### src/rtl/imem_dmem_arbiter_pkg.sv
// imem_dmem_arbiter_pkg: shared state encodings, grant ids and default widths for the memory arbiter
package imem_dmem_arbiter_pkg;
  localparam int DEF_ADDR_W = 32;
  localparam int DEF_DATA_W = 32;
  typedef enum logic [1:0] {
    ST_IDLE     = 2'd0,
    ST_IF_WAIT  = 2'd1,
    ST_MEM_WAIT = 2'd2
  } state_t;
  typedef enum logic {
    GNT_IF  = 1'b0,
    GNT_MEM = 1'b1
  } gnt_t;
endpackage

### src/rtl/arb_starve_ctr.sv
// arb_starve_ctr: saturating counter of MEM grants taken while a fetch waits
module arb_starve_ctr #(
  parameter int CNT_W = 3,
  parameter int MAX   = 4
) (
  input  logic             clk,
  input  logic             rst_n,
  input  logic             inc,
  input  logic             clr,
  output logic [CNT_W-1:0] cnt,
  output logic             sat
);
  localparam logic [CNT_W-1:0] MAX_V = CNT_W'(MAX);
  assign sat = cnt == MAX_V;
  always_ff @(posedge clk or negedge rst_n)
    if (!rst_n) cnt <= '0;
    else if (clr) cnt <= '0;
    else if (inc && !sat) cnt <= cnt + 1'b1;
endmodule

### src/rtl/imem_dmem_arbiter.sv
// imem_dmem_arbiter: shares one single-port memory bus between fetch and load/store,
// MEM priority with a starvation guard for fetch and redirect-driven fetch response discard
module imem_dmem_arbiter import imem_dmem_arbiter_pkg::*; #(
  parameter int ADDR_W     = DEF_ADDR_W,
  parameter int DATA_W     = DEF_DATA_W,
  parameter int STARVE_MAX = 4,
  parameter int CNT_W      = 3
) (
  input  logic                clk,
  input  logic                rst_n,
  input  logic                if_req,
  input  logic [ADDR_W-1:0]   if_addr,
  input  logic                if_flush,
  output logic                if_valid,
  output logic [DATA_W-1:0]   if_rdata,
  input  logic                mem_req,
  input  logic                mem_we,
  input  logic [ADDR_W-1:0]   mem_addr,
  input  logic [DATA_W-1:0]   mem_wdata,
  input  logic [DATA_W/8-1:0] mem_wstrb,
  output logic                mem_valid,
  output logic [DATA_W-1:0]   mem_rdata,
  output logic                bus_req,
  output logic                bus_we,
  output logic [ADDR_W-1:0]   bus_addr,
  output logic [DATA_W-1:0]   bus_wdata,
  output logic [DATA_W/8-1:0] bus_wstrb,
  input  logic                bus_ready,
  input  logic                bus_rvalid,
  input  logic [DATA_W-1:0]   bus_rdata,
  output logic                stall_if,
  output logic                stall_mem
);
  state_t state, state_nx;
  gnt_t gnt;
  logic drop, sat, pick_if, pick_mem, if_acc, mem_acc, waiting;
  logic [CNT_W-1:0] starve_cnt;

  arb_starve_ctr #(.CNT_W(CNT_W), .MAX(STARVE_MAX)) u_ctr (
    .clk  (clk),
    .rst_n(rst_n),
    .inc  (mem_acc && if_req),
    .clr  (if_acc || !if_req),
    .cnt  (starve_cnt),
    .sat  (sat)
  );

  // Requests are only offered from IDLE, so bus_req never depends on bus_rvalid
  always_comb begin
    waiting   = state == ST_IF_WAIT || state == ST_MEM_WAIT;
    pick_if   = rst_n && state == ST_IDLE && if_req && (!mem_req || sat) && !if_flush;
    pick_mem  = rst_n && state == ST_IDLE && mem_req && !pick_if;
    gnt       = pick_if ? GNT_IF : GNT_MEM;
    bus_req   = pick_if || pick_mem;
    bus_addr  = !bus_req ? '0 : gnt == GNT_IF ? if_addr : mem_addr;
    bus_we    = pick_mem && mem_we;
    bus_wdata = bus_we ? mem_wdata : '0;
    bus_wstrb = bus_we ? mem_wstrb : '0;
    if_acc    = pick_if && bus_ready;
    mem_acc   = pick_mem && bus_ready;
    state_nx  = if_acc ? ST_IF_WAIT : mem_acc ? ST_MEM_WAIT :
                (state != ST_IDLE && (bus_rvalid || !waiting)) ? ST_IDLE : state;
    mem_valid = state == ST_MEM_WAIT && bus_rvalid;
    if_valid  = state == ST_IF_WAIT && bus_rvalid && !drop && !if_flush;
    mem_rdata = mem_valid ? bus_rdata : '0;
    if_rdata  = if_valid ? bus_rdata : '0;
    stall_if  = if_req && !if_valid;
    stall_mem = mem_req && !mem_valid;
  end

  always_ff @(posedge clk or negedge rst_n)
    if (!rst_n) begin
      state <= ST_IDLE;
      drop  <= 1'b0;
    end else begin
      state <= state_nx;
      drop  <= state == ST_IF_WAIT && !bus_rvalid && (drop || if_flush);
    end
endmodule

### config.mk
export PLATFORM = sky130hd
export DESIGN_NAME = imem_dmem_arbiter
export DESIGN_NICKNAME = d
export VERILOG_FILES = /design/src/rtl/imem_dmem_arbiter_pkg.sv /design/src/rtl/arb_starve_ctr.sv /design/src/rtl/imem_dmem_arbiter.sv
export SDC_FILE = /design/constraint.sdc
export NUM_CORES = 1
export LEC_CHECK = 0
export ABC_AREA = 1
export BUFFER_PORTS_ARGS = -buffer_cell sky130_fd_sc_hd__buf_2
export CAP_MARGIN = 30
export CORE_AREA = 3 3 108 110
export DETAILED_ROUTE_END_ITERATION = 7
export DIE_AREA = 0 0 111 113
export PLACE_DENSITY_LB_ADDON = 0.25
export SKIP_CTS_REPAIR_TIMING = 1
export SYNTH_ARGS = -nofsm -noshare
export SYNTH_HDL_FRONTEND = slang
export SYNTH_SLANG_ARGS = --single-unit
### constraint.sdc
create_clock -name clk -period 2.3 [get_ports clk]
set_input_delay 0.23 -clock clk [delete_from_list [all_inputs] [get_ports clk]]
set_output_delay 0.23 -clock clk [all_outputs]
set_load 0.01 [all_outputs]
After elaboration in Yosys (flattened, before gate mapping)
Cells that the tools add are included.
{ "word_totals": {"ff_bits": 6, "output_inout_bits": 138, "wordCells": 58} }
{ "op_classes": {"n_addsub": 1, "eq_ne": 3, "n_mux": 11, "n_reduce_logical": 40} }
{ "op_table": {"columns": ["cell", "count"], "rows": [
  ["$mux 32", 5],
  ["$logic_and 1x1->1", 20],
  ["$logic_not 1->1", 10],
  ["$logic_or 1x1->1", 6],
  ["$mux 2", 3],
  ["$mux 3", 2],
  ["$mux 4", 1],
  ["$reduce_bool 2->1", 2],
  ["$add 3x1->3 const B", 1],
  ["$eq 3x3->1 const B", 1],
  ["$reduce_bool 3->1", 1],
  ["$eq 2x1->1 const B", 1],
  ["$eq 2x2->1 const B", 1],
  ["$logic_not 2->1", 1]
]} }

Longest topological paths before layout
{ "depth": {"word_depth": 12, "depth_mapped": 9} }

By module
A second synthesis with hierarchy kept.
{ "hier_totals": {"hier_cells": 381, "hier_area_um2": 1835.5} }
{ "modules_own_cells": {"columns": ["module", "instances", "cells_each", "area_each_um2", "seq_area_each_um2"], "rows": [
  ["imem_dmem_arbiter", 1, 356, 1650.3, 75.1],
  ["arb_starve_ctr", 1, 25, 185.2, 75.1]
]} }

Least setup slack after synthesis
Ideal clock, no wire load.
{ "synth_path": {"path_type": "register to output", "from": "reg state[0]", "to": "out bus_addr[10]", "t_arrival_ns": 1.381, "path_slack_ns": 0.689, "path_stages_with_launch": 10, "path_cell_list": "dfrtp_1 inv_1 ha_1 nand2_2 nor2_8 nand2_4 clkinv_2 buf_6 nor2_1 nor2_1"} }
{ "synth_via": {"elab_chain_len": 9} }
{ "synth_lines": {"columns": ["element", "line", "rtl"], "rows": [
  ["start: declaration", "imem_dmem_arbiter.sv:34", "state_t state, state_nx;"],
  ["start signal: assignment", "imem_dmem_arbiter.sv:76", "state <= state_nx;"],
  ["$logic_not 2->1 (*)", "imem_dmem_arbiter.sv:51, imem_dmem_arbiter.sv:52", null],
  ["$logic_and 1x1->1 (*)", "imem_dmem_arbiter.sv:51, imem_dmem_arbiter.sv:52", null],
  ["$logic_and 1x1->1 (3 in a row)", "imem_dmem_arbiter.sv:51", "pick_if = rst_n && state == ST_IDLE && if_req && (!mem_req || sat) && !if_flush;"],
  ["$logic_not 1->1", "imem_dmem_arbiter.sv:52", "pick_mem = rst_n && state == ST_IDLE && mem_req && !pick_if;"],
  ["$logic_and 1x1->1", "imem_dmem_arbiter.sv:52", null],
  ["$logic_or 1x1->1", "imem_dmem_arbiter.sv:54", "bus_req = pick_if || pick_mem;"],
  ["$mux 32 (*)", "imem_dmem_arbiter.sv:55", "bus_addr = !bus_req ? '0 : gnt == GNT_IF ? if_addr : mem_addr;"],
  ["end: declaration", "imem_dmem_arbiter.sv:25", "output logic [ADDR_W-1:0] bus_addr,"]
]} }
Every way passes the cells marked *; elsewhere a longest branch is shown, timed or not.

Final worst setup path
{ "layout_path": {"from": "reg state[0]", "to": "out bus_wdata[16]"} }
{ "layout_via": {"elab_chain_len": 9} }
{ "layout_lines": {"columns": ["element", "line", "rtl"], "rows": [
  ["$logic_not 2->1 (*)", "imem_dmem_arbiter.sv:51, imem_dmem_arbiter.sv:52", null],
  ["$logic_and 1x1->1 (*)", "imem_dmem_arbiter.sv:51, imem_dmem_arbiter.sv:52", null],
  ["$logic_and 1x1->1 (3 in a row)", "imem_dmem_arbiter.sv:51", null],
  ["$logic_not 1->1", "imem_dmem_arbiter.sv:52", null],
  ["$logic_and 1x1->1 (*)", "imem_dmem_arbiter.sv:52", null],
  ["$logic_and 1x1->1 (*)", "imem_dmem_arbiter.sv:56", "bus_we = pick_mem && mem_we;"],
  ["$mux 32 (*)", "imem_dmem_arbiter.sv:57", "bus_wdata = bus_we ? mem_wdata : '0;"],
  ["end: declaration", "imem_dmem_arbiter.sv:26", "output logic [DATA_W-1:0] bus_wdata,"]
]} }
Marks and branches as above.

==> metrics.txt <==
result of the run=finished, final reports clean; number of antenna violations at the first check in global routing=0; critical register-to-register path endpoint=u_ctr.cnt[2]; Antenna Nets Post-Route=0; worst stage delay on the critical path=0.36 ns; instance count of the mapped netlist=341; clock tree from TritonCTS=yes; number of enable flip-flop cells after synthesis=0; number of sinks handled by clock tree synthesis=6; Die W=111 µm; Critical path buffers and inverters=3; CTS H-tree depth=1; class of the tightest hold or removal check=input port to register; top flip-flop cell by instance count after synthesis=sky130_fd_sc_hd__dfrtp_1; # Max-Cap Violations=0; Hold Violations, Final=0; Worst EP arrival=1.90 ns; number of unique standard cell types used by synthesis=24; switching share of total power=48.9%; Slew Viols, Final=0; post-synthesis register bit count=6; placeable core region=10800 µm²; net switching power figure=620 µW; number of vias per cell=3.93; total wire length=8330 µm; number of buffers added by the clock tree synthesis step=3; count of placed standard cells including taps=747; Synth async-reset ratio=100%; vertical extent of the die=113 µm; share of synthesized area occupied by flip-flops and latches=8.73%; fraction of layout instances using a drive strength above 1=54.4%; ant diodes=0; startpoint class of the critical path=register; grt total ovfl=0; 1st-pass router iterations=4; GP Congestion=0.864; Yosys warning total=0; boundary pin count=278; clock share of power=12.5%; worst IR drop on VDD=0.000180 V; fraction of synthesized cell area taken by the top area cell type=30.1%; endpoint class of the critical path=output port; cell with the most instances after synthesis=sky130_fd_sc_hd__nor2_1; post-route non-filler standard cell count=758; unrepaired setup endpoints after global routing=false; post-route standard cell area excluding fillers=3350 µm²; Total Nets Final=765; synthesized net count=486; actual transition at the worst max-transition pin=0.356 ns; worst clock skew=0.000723 ns; Worst Hold Path Cells=2; HPWL reported at the end of detailed placement=7180 µm; Post-Place Setup Slack=0.169 ns; cell area after synthesis=1720 µm²; layout-stage area growth over the synthesis result=94.8%; mean cell area of the mapped netlist=5.05 µm²; maximum achievable frequency=470 MHz; WL per Instance=11.0 µm; PD cells=379 nW/µm²; vias in the first global route=2799; initial core utilization=15.9%; Post-synth top cells=sky130_fd_sc_hd__nor2_1, sky130_fd_sc_hd__inv_1, sky130_fd_sc_hd__nor2_2, sky130_fd_sc_hd__o21ai_1, sky130_fd_sc_hd__nand2_1; time the final worst path needs with I/O delays and setup=2.13 ns; via count of the routed design=2980; internal power of the cells=649 µW; Post-Route Setup TNS=0 ns; clk_lat worst skew=0.22 ns; largest fanout of any net on the critical path=12; critical path cell sequence=inv_1, ha_1, nand2_2, nor2_8, nand2_4, nand3_4, buf_4, nor2_2, buf_2; hold path startpoint=bus_rvalid; setup-violating endpoint count in the final report=0; source of the worst register-to-register timing path=state[1]; logic depth of the worst register-to-register path=7; fillers=1192; share of the clock period used by the worst path=92.4%; Clock Tree Buf Depth=2; Worst path slowest cell=sky130_fd_sc_hd__dfrtp_1; hold endpoint=drop; largest net degree at the start of global routing=34; die outline area=12500 µm²; r2r setup slk=0.77 ns; placed inst area=3230 µm²; Seq pwr share=10.3%; DRC violation count after routing=0; wire length of the first global-routing pass=12500 µm; category of the most critical setup path=register to output port; required arrival time at the worst endpoint=2.07 ns; leading cell types by total area after synthesis=sky130_fd_sc_hd__nor2_1, sky130_fd_sc_hd__inv_1, sky130_fd_sc_hd__nor2_2; Final Core Density=31.1%; Final Worst Setup Slack=0.174 ns; clock tree root driver cell=sky130_fd_sc_hd__clkbuf_8; Total Routing Usage GR=11.7%; row cnt=38; Final Hold Slack=0.226 ns; most area-hungry cell type in the Yosys netlist=sky130_fd_sc_hd__nor2_1; Iteration-0 DRC Markers=99; sum of internal, switching and leakage power=1.27 mW; Max-slew headroom=76.0%; Static Leakage=2.42 nW; input/output buffers=277; top cell family by delay on the critical path=simple AND/OR/NAND/NOR gates; Comb power frac=77.2%; CTS clock-pin slew for the worst setup and hold paths=0.04 ns
final cells by class:
type	count	area (µm²)	share of cell area [%]
clock buffers	3	41.3	1.23
inverters	82	315	9.41
repair buffers	293	1530	45.8
well taps	140	175	5.23
flip-flops and latches	6	150	4.48
multi-input cells	234	1140	33.9
cells by family after synthesis:
kind of cell,count (synthesis),synth area share [%]
xor gates and xnor gates,1,0.509
DFF,6,8.73
AOI/OAI and AO/OA,34,10.7
and+or+nand+nor,194,51.1
adders and majority gates,5,3.64
buffers and inverters,101,25.4
layout by cell type, fill, tap and decap left out, drive strengths merged:
master / instances
buf: 292
nor2: 169
inv: 82
o21ai: 32
nand2: 11
nand4: 7
dfrtp: 6
nand3: 6
ha: 5
clkbuf: 3
a21oi: 1
nor3b: 1
xor2: 1
o21bai: 1
dlygate4sd3: 1
worst max-delay path by stage:
| stage | start | endpoint | slack, ns | depth (start not counted) |
|---|---|---|---|---|
| 6_report | state[0] | bus_wdata[16] | 0.17 | 9 |
| 5_1_grt | state[0] | bus_wdata[20] | 0.01 | 9 |
| 4_1_cts | state[0] | bus_addr[22] | -0.06 | 9 |
| 3_5_place_dp | state[0] | bus_addr[22] | 0.17 | 9 |
| 3_3_place_gp | state[0] | bus_addr[22] | 0.27 | 9 |
| 2_1_floorplan | state[0] | bus_addr[10] | 0.69 | 9 |
state kept, by name, summed over array words and instances, names as in the netlist:
register,flops
u_ctr.cnt,3
state,2
drop,1
metal layers:
metal	vias up	part of all wire (%)	global-route usage, %
met5	-	0	0
met4	0	1.1	2.71
met3	8	10	2.83
met2	175	54	24.5
met1	1258	34	11.4
li1	1539	-	-
power groups by stage:
stage	Sequential [mW]	Clock [mW]	Combinational, mW
6_report	0.131	0.158	0.980
5_1_grt	0.133	0.171	1.09
4_1_cts	0.131	0.165	0.954
3_5_place_dp	0.133	0	0.950
3_3_place_gp	0.131	0	0.943
2_1_floorplan	0.130	0	0.543
No activity file was read; power rests on OpenSTA's default activity.
